File: config.mk
export PLATFORM = sky130hd
export DESIGN_NAME = tone_detector
export DESIGN_NICKNAME = d
export VERILOG_FILES = /design/src/rtl/tone_pkg.sv /design/src/rtl/tone_sync_edge.sv /design/src/rtl/tone_detector.sv
export SDC_FILE = /design/constraint.sdc
export NUM_CORES = 1
export LEC_CHECK = 0
export BUFFER_PORTS_ARGS = -buffer_cell sky130_fd_sc_hd__buf_2
export CAP_MARGIN = 20
export CORE_ASPECT_RATIO = 0.8
export CORE_UTILIZATION = 50
export CTS_CLUSTER_DIAMETER = 150
export CTS_CLUSTER_SIZE = 10
export DETAILED_ROUTE_END_ITERATION = 12
export GPL_ROUTABILITY_DRIVEN = 1
export PLACE_DENSITY = 0.75
export SYNTH_ARGS = -nofsm -noshare
export SYNTH_HDL_FRONTEND = slang
export SYNTH_HIERARCHICAL = 1
export SYNTH_SLANG_ARGS = --single-unit
File: constraint.sdc
create_clock -name clk -period 6.2 [get_ports clk]
set_input_delay 0.62 -clock clk [delete_from_list [all_inputs] [get_ports clk]]
set_output_delay 0.62 -clock clk [all_outputs]
set_load 0.01 [all_outputs]
File: src/rtl/tone_pkg.sv
// Shared types and the 100 MHz note period table for the tone detector.
package tone_pkg;

  localparam int TONE_CNT_W = 20;

  typedef logic [15:0][31:0] note_tab_t;

  // Index 0 is C4. Zero entries are never matched.
  localparam note_tab_t NOTE_PERIOD = {
    {8{32'd0}},
    32'd190840, 32'd202478, 32'd227273, 32'd255102,
    32'd286352, 32'd303370, 32'd340530, 32'd381679
  };

  typedef enum logic [1:0] {ARM, MEASURE, SEARCH} state_t;

endpackage

File: src/rtl/tone_sync_edge.sv
// Three-flop synchronizer for an asynchronous input, with a rising-edge strobe.
module tone_sync_edge (
  input  logic clk,
  input  logic rst_n,
  input  logic din,
  output logic rise
);

  logic s1, s2, s3;

  always_ff @(posedge clk or negedge rst_n) begin
    if (!rst_n) begin
      s1 <= 1'b0;
      s2 <= 1'b0;
      s3 <= 1'b0;
    end else begin
      s1 <= din;
      s2 <= s1;
      s3 <= s2;
    end
  end

  assign rise = s2 & ~s3;

endmodule

File: src/rtl/tone_detector.sv
// Measures a square-wave period in clk cycles and classifies it against a note table.
// Define TONE_DETECTOR_AVG_EN to average four captured periods per classification.
module tone_detector
  import tone_pkg::*;
#(
  parameter int        CNT_W      = TONE_CNT_W,
  parameter int        MAX_PERIOD = 1048575,
  parameter int        NUM_NOTES  = 8,
  parameter int        TOL_SHIFT  = 5,
  parameter note_tab_t NOTE_TABLE = NOTE_PERIOD
) (
  input  logic             clk,
  input  logic             rst_n,
  input  logic             sq_in,
  output logic [7:0]       note_code,
  output logic [CNT_W-1:0] period,
  output logic             note_valid,
  output logic             tone_present
);

  localparam logic [CNT_W-1:0] CMAX = CNT_W'(MAX_PERIOD);

  state_t           state, state_nxt;
  logic             rise;
  logic [CNT_W-1:0] cnt, meas, refv;
  logic [CNT_W:0]   dif;
  logic [3:0]       idx;
  logic             hit, last, cap_done;

  tone_sync_edge u_sync (
    .clk  (clk),
    .rst_n(rst_n),
    .din  (sq_in),
    .rise (rise)
  );

`ifdef TONE_DETECTOR_AVG_EN
  logic [CNT_W+1:0] acc, acc_sum;
  logic [1:0]       acnt;
  assign acc_sum  = acc + {2'b00, cnt};
  assign cap_done = (acnt == 2'd3);
`else
  assign cap_done = 1'b1;
`endif

  assign refv = NOTE_TABLE[idx][CNT_W-1:0];

  // Difference kept one bit wider so it never wraps.
  always_comb begin
    dif = ({1'b0, meas} >= {1'b0, refv}) ? ({1'b0, meas} - {1'b0, refv})
                                         : ({1'b0, refv} - {1'b0, meas});
    hit  = (refv != '0) && (dif <= ({1'b0, refv} >> TOL_SHIFT));
    last = (idx == 4'(NUM_NOTES - 1));
    state_nxt = state;
    case (state)
      ARM:     if (rise) state_nxt = MEASURE;
      MEASURE: begin
        if (rise) begin
          if (cap_done) state_nxt = SEARCH;
        end else if (cnt == CMAX) begin
          state_nxt = ARM;
        end
      end
      SEARCH:  if (hit || last) state_nxt = MEASURE;
      default: state_nxt = ARM;
    endcase
  end

  always_ff @(posedge clk or negedge rst_n) begin
    if (!rst_n) state <= ARM;
    else        state <= state_nxt;
  end

  always_ff @(posedge clk or negedge rst_n) begin
    if (!rst_n)            cnt <= '0;
    else if (rise)         cnt <= CNT_W'(1);
    else if (cnt != CMAX)  cnt <= cnt + CNT_W'(1);
  end

  always_ff @(posedge clk or negedge rst_n) begin
    if (!rst_n) begin
      meas         <= '0;
      idx          <= '0;
      note_code    <= '0;
      period       <= '0;
      note_valid   <= 1'b0;
      tone_present <= 1'b0;
`ifdef TONE_DETECTOR_AVG_EN
      acc          <= '0;
      acnt         <= '0;
`endif
    end else begin
      note_valid <= 1'b0;
      case (state)
        MEASURE: begin
          if (rise) begin
`ifdef TONE_DETECTOR_AVG_EN
            if (cap_done) begin
              meas <= acc_sum[CNT_W+1:2];
              idx  <= '0;
              acc  <= '0;
              acnt <= '0;
            end else begin
              acc  <= acc_sum;
              acnt <= acnt + 2'd1;
            end
`else
            meas <= cnt;
            idx  <= '0;
`endif
          end else if (cnt == CMAX) begin
            note_code    <= '0;
            period       <= '0;
            tone_present <= 1'b0;
            note_valid   <= 1'b1;
`ifdef TONE_DETECTOR_AVG_EN
            acc          <= '0;
            acnt         <= '0;
`endif
          end
        end
        SEARCH: begin
`ifdef TONE_DETECTOR_AVG_EN
          // A rise during the search is discarded, so the partial average is too.
          if (rise) begin
            acc  <= '0;
            acnt <= '0;
          end
`endif
          if (hit) begin
            note_code    <= 8'(idx) + 8'd1;
            period       <= meas;
            tone_present <= 1'b1;
            note_valid   <= 1'b1;
          end else if (last) begin
            note_code    <= '0;
            period       <= meas;
            tone_present <= 1'b1;
            note_valid   <= 1'b1;
          end else begin
            idx <= idx + 4'd1;
          end
        end
        default: ;
      endcase
    end
  end

endmodule

# After elaboration in Yosys (flattened, before gate mapping)
# Memories as Yosys holds them, arrays and structs flattened.
# Index checks and enable logic that the tools add are counted.
classes:
  addsub: 5
  mul: 0
  div: 0
  order_cmp: 3
  eq_ne: 14
  shifts: 0
  muxes: 33
  bitwise: 2
  n_reduce_logical: 10
op_table:
  columns: ["op", "n"]
  rows:
  - ["two-way mux 20 bit", 7]
  - ["subtractor 20 x 20 -> 21 bit", 2]
  - ["one-hot mux 20 bit (2 select lines)", 1]
  - ["two-way mux 8 bit", 4]
  - ["less-or-equal comparator 21 x 15 -> 1 bit", 1]
  - ["two-way mux 21 bit", 1]
  - ["adder 20 x 1 -> 20 bit (second input constant)", 1]
  - ["equality test 20 bit (second input constant)", 1]
  - ["greater-or-equal comparator 20 bit", 1]
  - ["!= test 20 bit (second input constant)", 1]
  - ["nonzero test 20 bit", 1]
  - ["one-hot mux 8 bit (2 select lines)", 1]
  - ["!= test 2 bit (second input constant)", 7]
  - ["two-way mux 4 bit", 3]
  - ["two-way mux 1 bit", 8]
  - ["two-way mux 2 bit", 4]
  - ["one-hot mux 4 bit (2 select lines)", 1]
  - ["AND reduction 4 bit", 2]
  - ["!= test 3 bit (second input constant)", 2]
  - ["one-hot mux 2 bit (3 select lines)", 1]
  - ["adder 4 x 1 -> 5 bit (second input constant)", 1]
  - ["< comparator 4 x 5 -> 1 bit (second input constant)", 1]
  - ["adder 4 x 1 -> 4 bit (second input constant)", 1]
  - ["equality test 4 x 3 -> 1 bit (second input constant)", 1]
  - ["11 further kinds", 13]
totals:
  ff_bits: 79
  latchBits: 0
  mem_bits_rw: 0
  romBits: 512
  input_bits: 3
  output_inout_bits: 30
  elab_cells: 79
  memories: 1
mem_list:
  columns: ["memory", "words", "width", "rd", "rd_clocked_by_memory_dff", "write_ports", "line_no", "rtl"]
  rows:
  - ["(no name shown)", 16, 32, 1, 0, 0, "tone_detector.sv:46", "assign refv = NOTE_TABLE[idx][CNT_W-1:0];"]

# Logic depth before layout (Yosys ltp)
# Gate-level depths: netlist of the first run.
logic_depth:
  word_depth: 9
  ltp_mapped: 31
  mapped_depth_nobuf: 27

# By module
# The synthesis of the first run kept the hierarchy.
modules_own_cells:
  columns: ["module", "n_inst", "cells_per_inst", "area_each_um2"]
  rows:
  - ["tone_detector", 1, 744, 6233.5]
  - ["tone_sync_edge", 1, 4, 88.8]

# Worst setup path before layout of the first run
# Ideal clock, no wire load.
synth_path:
  path_kind: "register to register"
  start: "register idx[0]"
  end: "register note_code[0]"
  setup_ps: 121
  t_arrival_ps: 5329
  required_time_ps: 6079
  slack_ps: 750
  stages_incl_launch_ff: 31
  period_less_slack_ps: 5450
  path_cell_list: "dfrtp_1 -> inv_1 -> ha_1 -> inv_1 -> nor2_1 -> nor2_1 -> or2_2 -> inv_1 -> ha_1 -> buf_2 -> nand2_1 -> o21ai_1 -> a21o_1 -> o31ai_4 -> nand2_2 -> buf_1 -> nor3_1 -> a21oi_1 -> xor2_1 -> ha_1 -> a21o_1 -> a21oi_1 -> a21oi_1 -> nor3_1 -> nor2_1 -> o41a_1 -> a221oi_2 -> a21oi_1 -> buf_6 -> a32o_1 -> a22o_1"
synth_via:
  elab_chain_cells: 8
  elab_cells_between_ends: 15
synth_rtl:
  columns: ["item", "line_no", "rtl"]
  rows:
  - ["start, declared", "tone_detector.sv:27", "logic [3:0] idx;"]
  - ["start signal, assigned", "tone_detector.sv:141", "idx <= idx + 4'd1;"]
  - ["memory read (16 x 32 bit)", null, null]
  - ["two-way mux 20 bit (implied by the code)", "tone_detector.sv:46", null]
  - ["subtractor 20 x 20 -> 21 bit (tied with other cells)", "tone_detector.sv:51", ": ({1'b0, refv} - {1'b0, meas});"]
  - ["two-way mux 21 bit", "tone_detector.sv:50", "dif = ({1'b0, meas} >= {1'b0, refv}) ? ({1'b0, meas} - {1'b0, refv})"]
  - ["less-or-equal comparator 21 x 15 -> 1 bit", "tone_detector.sv:52", "hit = (refv != '0) && (dif <= ({1'b0, refv} >> TOL_SHIFT));"]
  - ["logical AND 1 bit", "tone_detector.sv:52", null]
  - ["!= test 3 bit (no line) / two-way mux 8 bit (equally long branches)", null, null]
  - ["AND reduction 4 bit (no line) / one-hot mux 8 bit (2 select lines) (equally long branches)", null, null]
  - ["end signal, assigned", "tone_detector.sv:131", "note_code <= 8'(idx) + 8'd1;"]
  - ["end, declared", "tone_detector.sv:15", "output logic [7:0] note_code,"]
# Parallel ways exist; a longest one is shown, timed or not. The select of a mux whose other input is x is not followed.
# A chain may end at the register's enable or synchronous reset.

# Worst setup path after layout of the first run
layout_path:
  start: "register idx[1]"
  end: "register period[15]"
layout_via:
  elab_chain_cells: 8
  elab_cells_between_ends: 14
layout_rtl:
  columns: ["item", "line_no", "rtl"]
  rows:
  - ["memory read (16 x 32 bit)", null, null]
  - ["two-way mux 20 bit (implied by the code)", "tone_detector.sv:46", null]
  - ["subtractor 20 x 20 -> 21 bit (tied with other cells)", "tone_detector.sv:51", null]
  - ["two-way mux 21 bit", "tone_detector.sv:50", null]
  - ["less-or-equal comparator 21 x 15 -> 1 bit", "tone_detector.sv:52", null]
  - ["logical AND 1 bit", "tone_detector.sv:52", null]
  - ["!= test 3 bit (no line) / two-way mux 20 bit (equally long branches)", null, null]
  - ["AND reduction 4 bit (no line) / one-hot mux 20 bit (2 select lines) (equally long branches)", null, null]
  - ["end signal, assigned", "tone_detector.sv:132", "period <= meas;"]
  - ["end signal, assigned", "tone_detector.sv:137", "period <= meas;"]
  - ["end, declared", "tone_detector.sv:16", "output logic [CNT_W-1:0] period,"]
# Parallel ways exist; a longest one is shown, timed or not. The select of a mux whose other input is x is not followed.

==> results.md, run 1 <==
* Setup violations, final at 0
* Hold Startpoint: sq_in
* P_leak at 0.00326 uW
* Avg Cell Area, Syn at 8.45 um^2
* Arrival time at the worst endpoint at 6.14 ns
* Layout cells sized above 1 at 13.7%
* Clk slew on worst S/H paths at 0.07 ns
* Dpl ws at 0.224 ns
* TritonRoute pass-1 iters at 6
* Std-Cell Rows at 36
* CP Max Fanout at 20
* Min cycle time layout at 5.95 ns
* Total Routing Usage GR at 27.7%
* Commonest non-fill, non-tap cells in the layout: nor2_1 (77), dfrtp_1 (75), nand2_1 (73)
* Min-delay worst type: input port to flop
* Initial antenna violation count at 0
* RD Place Congestion at 1.00
* Ports at 33
* Die area at 13100 um^2
* Worst Hold Path Cells at 1
* Worst reg2reg path endpoint: period[15]
* Vias/cell at 5.98
* Max Slew Vio Count at 0
* Mapped Area at 6320 um^2
* Fin. Hold Viols at 0
* Status: complete, no violations
* Clock root buffer: clkbuf_16
* Layout Nets at 839
* Sum Neg Setup Slack at 0 ns
* Ys flop type: dfrtp_1
* R2R setup slack at 0.25 ns
* Core area at 12300 um^2
* Post-synthesis sequential area ratio at 30.1%
* Number of diodes at 0
* Largest net degree at the start of global routing at 77
* H-tree depth at 3
* Slew HR at 37.1%
* Max Clock Freq at 0.168 GHz
* PnR worst setup slack at 0.251 ns
* Final Cycle Share at 95.9%
* CTS Buffer Depth at 2
* Post-Route WL at 17.4 mm
* FFs w/ async S/R, synth at 100%
* EDFF count, synth at 0
* CP endpoint kind: flop
* First-pass GRT wire length at 28.0 mm
* Vias in the first global route at 5131
* DRC errors left at 0
* Largest vdd supply drop at 0.000253 V
* Chip width at 128 um
* Syn. warnings at 6
* Commonest non-fill, non-tap cell in the layout: nor2_1
* WL/cell at 18.5 um
* Worst Path Required at 6.39 ns
* TritonCTS clock tree: done
* Die height at 103 um
* Post-DRT Antenna Nets at 0
* CTS buffer count at 9
* Post-synth cell types at 64
* Initial core utilization at 51.6%
* Vias at 5635
* Clk_lat worst skew at 0.35 ns
* DRT iter0 DRCs at 577
* Worst Setup Path Type: flop to flop
* FF-to-FF path depth at 27
* Worst R2R Start: idx[1]
* Max-cap violations at 0
* Post-synthesis cell count at 748
* Worst Tran Pin Value at 0.944 ns
* Clk sink count at 76
* Setup Skew at 0.0105 ns
* Crit path from: idx[1]
* Crit start category: flop
* Synthesis-stage register bit count at 76
* Total gr overflow at 0
* Dpl hpwl at 13.6 mm
* Port Buffer Count at 29
* Area delta synth->final at 9.76%
* Hold Path Sink: u_sync/s1
* Cell Pwr Density at 274 nW/um^2
==> power breakdown <==
group	switching, uW	internal, uW	total [uW]
Clock	226	278	504
Sequential	47.5	528	575
Combinational	512	309	820
==> per-stage QoR <==
step	util [%]	power, uW	instance area, um^2	instances	hold slack (ns)
global placement	53.7	1340	6580	921	0.343
detailed placement	53.7	1360	6580	921	0.369
floorplan	-	1160	6330	750	0.324
finish	56.6	1900	6940	943	0.373
global route	56.6	2020	6940	943	0.372
CTS	56.0	1870	6860	937	0.370
==> worst max path at each step <==
stage	cells past startpoint	slack [ns]	end
2_1_floorplan	30	0.75	note_code[0]
3_3_place_gp	24	0.27	state[1]
3_5_place_dp	22	0.22	state[1]
4_1_cts	24	0.09	state[1]
5_1_grt	27	-0.001	period[18]
6_report	27	0.25	period[15]
==> sequential cells by signal, indices dropped and copies added, names as in the netlist <==
signal / flops
note_valid: 1
u_sync/s1: 1
note_code: 5
u_sync/s2: 1
cnt: 20
period: 20
idx: 4
meas: 20
state: 2
tone_present: 1
u_sync/s3: 1
==> timing repair <==
item / CTS / global route
setup buffers: 0 / 6
setup endpoints to repair: 0 / 33
endpoints found under the hold margin: 0 / 0
hold buffers: 0 / 0
resized for setup: 0 / 6
==> synthesized netlist by cell type, types with 6 or more instances <==
cell / n / area [um^2]
a211oi_1: 6 / 45.0
a21o_1: 12 / 90.1
a21oi_1: 48 / 240
and2_1: 7 / 43.8
buf_2: 12 / 60.1
clkbuf_1: 16 / 60.1
dfrtp_1: 76 / 1900
ha_1: 67 / 838
inv_1: 48 / 180
mux2_2: 21 / 236
mux2i_1: 29 / 290
nand2_1: 73 / 274
nand2b_1: 6 / 37.5
nand3_1: 20 / 100
nand4_1: 14 / 87.6
nor2_1: 77 / 289
nor3_1: 10 / 50.1
o21a_1: 10 / 75.1
o21ai_0: 40 / 200
o21ai_1: 25 / 125
or3_1: 7 / 43.8
xnor2_1: 16 / 140
xor2_1: 19 / 166
==> logic make-up after synthesis <==
kind of cell | count (synthesis) | share of synthesized area (%)
AO/OA/AOI/OAI | 190 | 19.1
XOR/XNOR | 35 | 4.85
adder cells (fa/ha/maj) | 69 | 13.9
buffers and inverters | 91 | 6.59
flip-flops | 76 | 30.1
multiplexers | 50 | 8.33
other | 1 | 0.0593
AND/OR/NAND/NOR | 236 | 17.1
==> critical path, stage by stage (launching register included) <==
cell and delay [ns]:
dfrtp_2 0.43, inv_1 0.13, ha_1 0.38, inv_1 0.10, nor2_1 0.15, nor2_1 0.06, or2_2 0.31, inv_1 0.07
ha_1 0.34, nand2_1 0.14, o21ai_1 0.12, a21o_1 0.23, o31ai_4 0.32, nand2_4 0.15, buf_4 0.18, a21oi_1 0.27
xor2_2 0.30, ha_1 0.30, nand4_1 0.11, a21oi_1 0.05, nor3_1 0.26, nor2_1 0.09, o41a_1 0.41, a221oi_4 0.26
a21oi_4 0.16, buf_12 0.22, mux2i_1 0.15, o21ai_0 0.10
==> layout make-up <==
class,count,area [um^2]
Timing Repair Buffer,48,303
Clock buffer,9,225
Clock inverter,7,58.8
Tap cell,171,214
Inverter,49,184
Multi-Input combinational cell,583,4050
Fill cell,1130,5310
Sequential cell,76,1900
==> routing by layer <==
metal / share of wire, % / global-route usage (%)
met3: 8.9 / 6.59
met1: 47 / 41.0
met2: 43 / 41.3
met5: 0 / 0
met4: 1.0 / 5.16
Note: power is estimated with default switching activity, not from simulation.
==> run 2, diff against run 1 <==
PLACE_DENSITY = 0.68   (was 0.75)
clock period = 7.35 ns   (was 6.2 ns; I/O delays follow)
==> results.md, run 2 (same netlist as run 1, synthesis figures left out) <==
* Status: complete, no violations
* First-pass GRT wire length at 26.5 mm
* WL/cell at 18.2 um
* Footprint of the multi-input gates at 4020 um^2
* Worst Path Required at 7.60 ns
* Sequential power share at 30.3%
* Setup violations, final at 0
* Max-cap violations at 0
* Top flop regs: cnt x20, meas x20, period x20
* TritonRoute pass-1 iters at 5
* Layout Nets at 822
* Max Slew Vio Count at 0
* Vias in the first global route at 4976
* TritonCTS clock tree: done
* PnR worst setup slack at 0.554 ns
* Total gr overflow at 0
* Largest vdd supply drop at 0.000180 V
* Number of diodes at 0
* Final Cycle Share at 92.5%
* Storage element area at 1900 um^2
* CTS buffer count at 9
* Initial antenna violation count at 0
* Cell mode on critical path: o21ai_0
* Sw Share at 39.5%
* Slew HR at 30.1%
* Post-route cell area at 6790 um^2
* Min cycle time layout at 6.80 ns
* Comb pwr share at 41.3%
* Power consumption at 1600 uW
* Sum Neg Setup Slack at 0 ns
* CP endpoint kind: flop
* Chip width at 128 um
* Arrival time at the worst endpoint at 7.04 ns
* CP Max Fanout at 28
* Min-delay worst type: flop to flop
* Post-cts repair resize count at 0
* Layout cells sized above 1 at 11.3%
* Post-DRT Antenna Nets at 0
* Worst Tran Pin Value at 1.05 ns
* Postcts setup bufs at 0
* Commonest non-fill, non-tap cells in the layout: nor2_1 (77), dfrtp_1 (76), nand2_1 (73)
* Internal power at 969 uW
* Die height at 103 um
* Vias at 5382
* RSZ-0062 raised after global routing: no
* Max Clock Freq at 0.147 GHz
* Std-Cell Rows at 36
* Total Routing Usage GR at 26.6%
* Setup Skew at 0.00755 ns
* Crit-path slowest cell: a21oi_4
* RD Place Congestion at 0.934
* Dpl ws at 0.772 ns
* Clk_lat worst skew at 0.34 ns
* H-tree depth at 3
* Crit-path max cell delay at 0.85 ns
* Cell Pwr Density at 236 nW/um^2
* Commonest non-fill, non-tap cell in the layout: nor2_1
* Crit start category: flop
* Largest net degree at the start of global routing at 77
* Clk slew on worst S/H paths at 0.06 ns
* DRT iter0 DRCs at 470
* Placed inst area at 6480 um^2
* Clk sink count at 76
* Crit path cell chain: inv_1, ha_1, inv_1, o21ai_0, inv_1, ha_1, a21oi_1, o21ai_1, o31ai_4, nand2_2, buf_4, o21ai_0, o21ai_0, o21ai_0, xor2_1, ha_1, nand4b_1, nor4_1, nor2_1, o41a_1, a221oi_2, a21oi_4, nand3_1, o22ai_1
* Initial core utilization at 51.6%
* DRC errors left at 0
* Area delta synth->final at 7.46%
* CTS Hold Buffers Added at 0
* Die area at 13100 um^2
* Dpl hpwl at 13.1 mm
* Post-Route WL at 16.8 mm
* Port Buffer Count at 29
* Ports at 33
* CTS Buffer Depth at 2
* Clock root buffer: clkbuf_16
* Psw at 634 uW
* Hold_ws at 0.359 ns
* Core area at 12300 um^2
* Fin. Hold Viols at 0
* # fillers at 1149
* Vias/cell at 5.81
* Worst Setup Path Type: flop to flop
* P_leak at 0.00317 uW
* Clock power share at 28.4%
-- run 2: worst paths after layout --
kind                            startpoint         end  slack [ns]  cells past startpoint
max in group asynchronous            rst_n    meas[16]        6.19                      1
min in group asynchronous            rst_n  period[15]        0.51                      1
worst max register to register      idx[0]      idx[1]        0.55                     24
worst min register to register   u_sync/s1   u_sync/s2        0.36                      0
worst min-delay path             u_sync/s1   u_sync/s2        0.36                      0
worst max-delay path                idx[0]      idx[1]        0.55                     24
-- run 2: final cells by class --
cell class                      count  area share, %
Clock buffer                       10           3.52
Clock inverter                      6           1.03
Sequential cell                    76           28.0
Multi-Input combinational cell    583           59.2
Inverter                           49           2.71
Timing Repair Buffer               31           2.39
Tap cell                          171           3.15
-- run 2: metal layers --
metal  vias to the layer above  part of all wire, %  routed length (um)  global-route usage [%]
met5                         -                    0                   0                       0
met4                         0                  2.4                 408                    9.68
met3                        22                  6.3                1070                    5.19
met2                       193                   43                7160                    39.2
met1                      2564                   49                8180                    38.6
li1                       2603                    -                   -                       -
-- run 2: power by group through the flow --
stage               registers [uW]  clock network, uW  logic, uW
floorplan                      477                  0        504
global placement               490                  0        637
detailed placement             492                  0        645
CTS                            485                463        649
global route                   490                481        738
finish                         486                454        662
-- run 2: worst max-delay path, delay by kind of cell (launching register included) --
family | cells | cell delay [ns]
compound gates | 11 | 3.28
flops | 1 | 0.54
xor+xnor | 1 | 0.21
simple gates | 5 | 0.85
buf+inv | 4 | 0.68
fa+ha+maj | 3 | 1.13
-- run 2: per-stage QoR --
step,std cells,util [%]
5_1_grt,926,55.5
3_3_place_gp,910,52.9
6_report,926,55.5
2_1_floorplan,750,-
3_5_place_dp,910,52.9
4_1_cts,926,55.5
==> run 3, diff against run 2 <==
CORE_MARGIN = 8   (was default)
==> results.md, run 3 (same netlist as run 1, synthesis figures left out) <==
* Die area at 16500 um^2
* Power consumption at 1650 uW
* Postcts setup bufs at 0
* Worst reg2reg path endpoint: note_code[0]
* Ports at 33
* Cell mode on critical path: a21oi_1
* Largest net degree at the start of global routing at 77
* CTS buffer count at 9
* RD Place Congestion at 0.943
* Min-delay worst type: flop to flop
* Dpl hpwl at 13.4 mm
* Crit-path slowest cell: dfrtp_1
* TritonCTS clock tree: done
* Worst Tran Pin Value at 1.02 ns
* Commonest non-fill, non-tap cells in the layout: nor2_1 (77), dfrtp_1 (76), nand2_1 (73)
* Worst R2R Start: idx[0]
* Std-Cell Rows at 36
* Layout Nets at 821
* Clock root buffer: clkbuf_16
* Crit path cell chain: inv_1, ha_1, inv_1, o21ai_0, inv_1, ha_1, a21oi_1, o21ai_1, o31ai_4, nand2_4, nor3_1, a21oi_1, xor2_1, ha_1, a21o_1, a21oi_1, a21oi_1, nor3_1, nor2_1, o41a_1, a221oi_2, a21oi_4, a32o_1, a22o_1
* Hold Startpoint: u_sync/s1
* Fin. Hold Viols at 0
* Footprint of the multi-input gates at 4030 um^2
* Worst Path Required at 7.57 ns
* Largest vdd supply drop at 0.000180 V
* Max Clock Freq at 0.149 GHz
* WL/cell at 18.4 um
* Clk_lat worst skew at 0.33 ns
* Setup Skew at 0.00646 ns
* R2R setup slack at 0.63 ns
* Initial core utilization at 51.6%
* Crit-path max cell delay at 0.57 ns
* CTS Hold Buffers Added at 0
* Worst Setup Path Type: flop to flop
* H-tree depth at 3
* Crit start category: flop
* Clk slew on worst S/H paths at 0.06 ns
* DRC errors left at 0
* Initial antenna violation count at 0
* FF-to-FF path depth at 24
* Post-Route WL at 17.0 mm
* Vias/cell at 5.78
* Core area at 12300 um^2
* CTS Buffer Depth at 2
* Storage element area at 1900 um^2
* Port Buffer Count at 29
* Total Routing Usage GR at 21.2%
* # fillers at 1126
* TritonRoute pass-1 iters at 5
* Layout cells sized above 1 at 11.0%
* First-pass GRT wire length at 27.5 mm
* Vias in the first global route at 5069
* Post-DRT Antenna Nets at 0
* Top flop regs: cnt x20, meas x20, period x20
* Commonest non-fill, non-tap cell in the layout: nor2_1
* Area delta synth->final at 7.88%
* Number of diodes at 0
* CP Max Fanout at 28
* Min cycle time layout at 6.72 ns
* Total gr overflow at 0
* Arrival time at the worst endpoint at 6.94 ns
* Status: complete, no violations
* Hold Path Sink: u_sync/s2
* Max-cap violations at 0
* Worst Hold Path Cells at 0
* Final Cycle Share at 91.4%
* Vias at 5341
* Post-cts repair resize count at 0
* Cell Pwr Density at 242 nW/um^2
* RSZ-0062 raised after global routing: no
* Die height at 117 um
* DRT iter0 DRCs at 445
* Setup violations, final at 0
* CP endpoint kind: flop
* Slew HR at 31.8%
* Hold_ws at 0.358 ns
* Clk sink count at 76
* Sum Neg Setup Slack at 0 ns
* Max Slew Vio Count at 0
* Chip width at 142 um
* P_leak at 0.00319 uW
[run 3: stage by stage]
| stage | utilization, % | instance area, um^2 | setup slack, ns | std cells |
|---|---|---|---|---|
| 6_report | 55.7 | 6820 | 0.629 | 924 |
| 3_3_place_gp | 52.9 | 6480 | 0.751 | 909 |
| 5_1_grt | 55.7 | 6820 | 0.197 | 924 |
| 4_1_cts | 55.6 | 6820 | 0.639 | 924 |
| 3_5_place_dp | 52.9 | 6480 | 0.682 | 909 |
| 2_1_floorplan | - | 6330 | 1.90 | 750 |
[run 3: cell type report]
type                            instances  area share (%)
Inverter                               49            2.70
Clock inverter                          6            1.65
Clock buffer                            9            3.30
Sequential cell                        76            27.9
Timing Repair Buffer                   30            2.27
Tap cell                              171            3.14
Multi-Input combinational cell        583            59.1
[run 3: worst max path at each step]
stage	from	end	slack (ns)	cells past startpoint
floorplan	idx[0]	note_code[0]	1.90	30
CTS	idx[0]	note_code[0]	0.64	24
global route	idx[0]	idx[1]	0.20	25
detailed placement	idx[0]	note_code[0]	0.68	24
finish	idx[0]	note_code[0]	0.63	24
global placement	idx[0]	note_code[0]	0.75	24
[run 3: routing by layer]
layer  GRT usage (%)  vias up  wire length, um
met5               0        -                0
met4            6.57        0              376
met3            5.15       22             1050
met2            31.2      133             7300
met1            29.9     2581             8290
li1                -     2605                -
[run 3: critical path, delay by kind of cell, from the launching register on]
family | cells | cell delay [ns]
flops | 1 | 0.57
simple gates | 4 | 0.86
buf+inv | 3 | 0.39
xor+xnor | 1 | 0.17
fa+ha+maj | 3 | 1.16
compound gates | 13 | 3.43
[run 3: where the power goes]
part	leakage [uW]	switching [uW]	internal, uW	total (uW)
Sequential	0.00104	42.9	445	488
Combinational	0.00198	409	248	657
Clock	0.000166	172	331	503
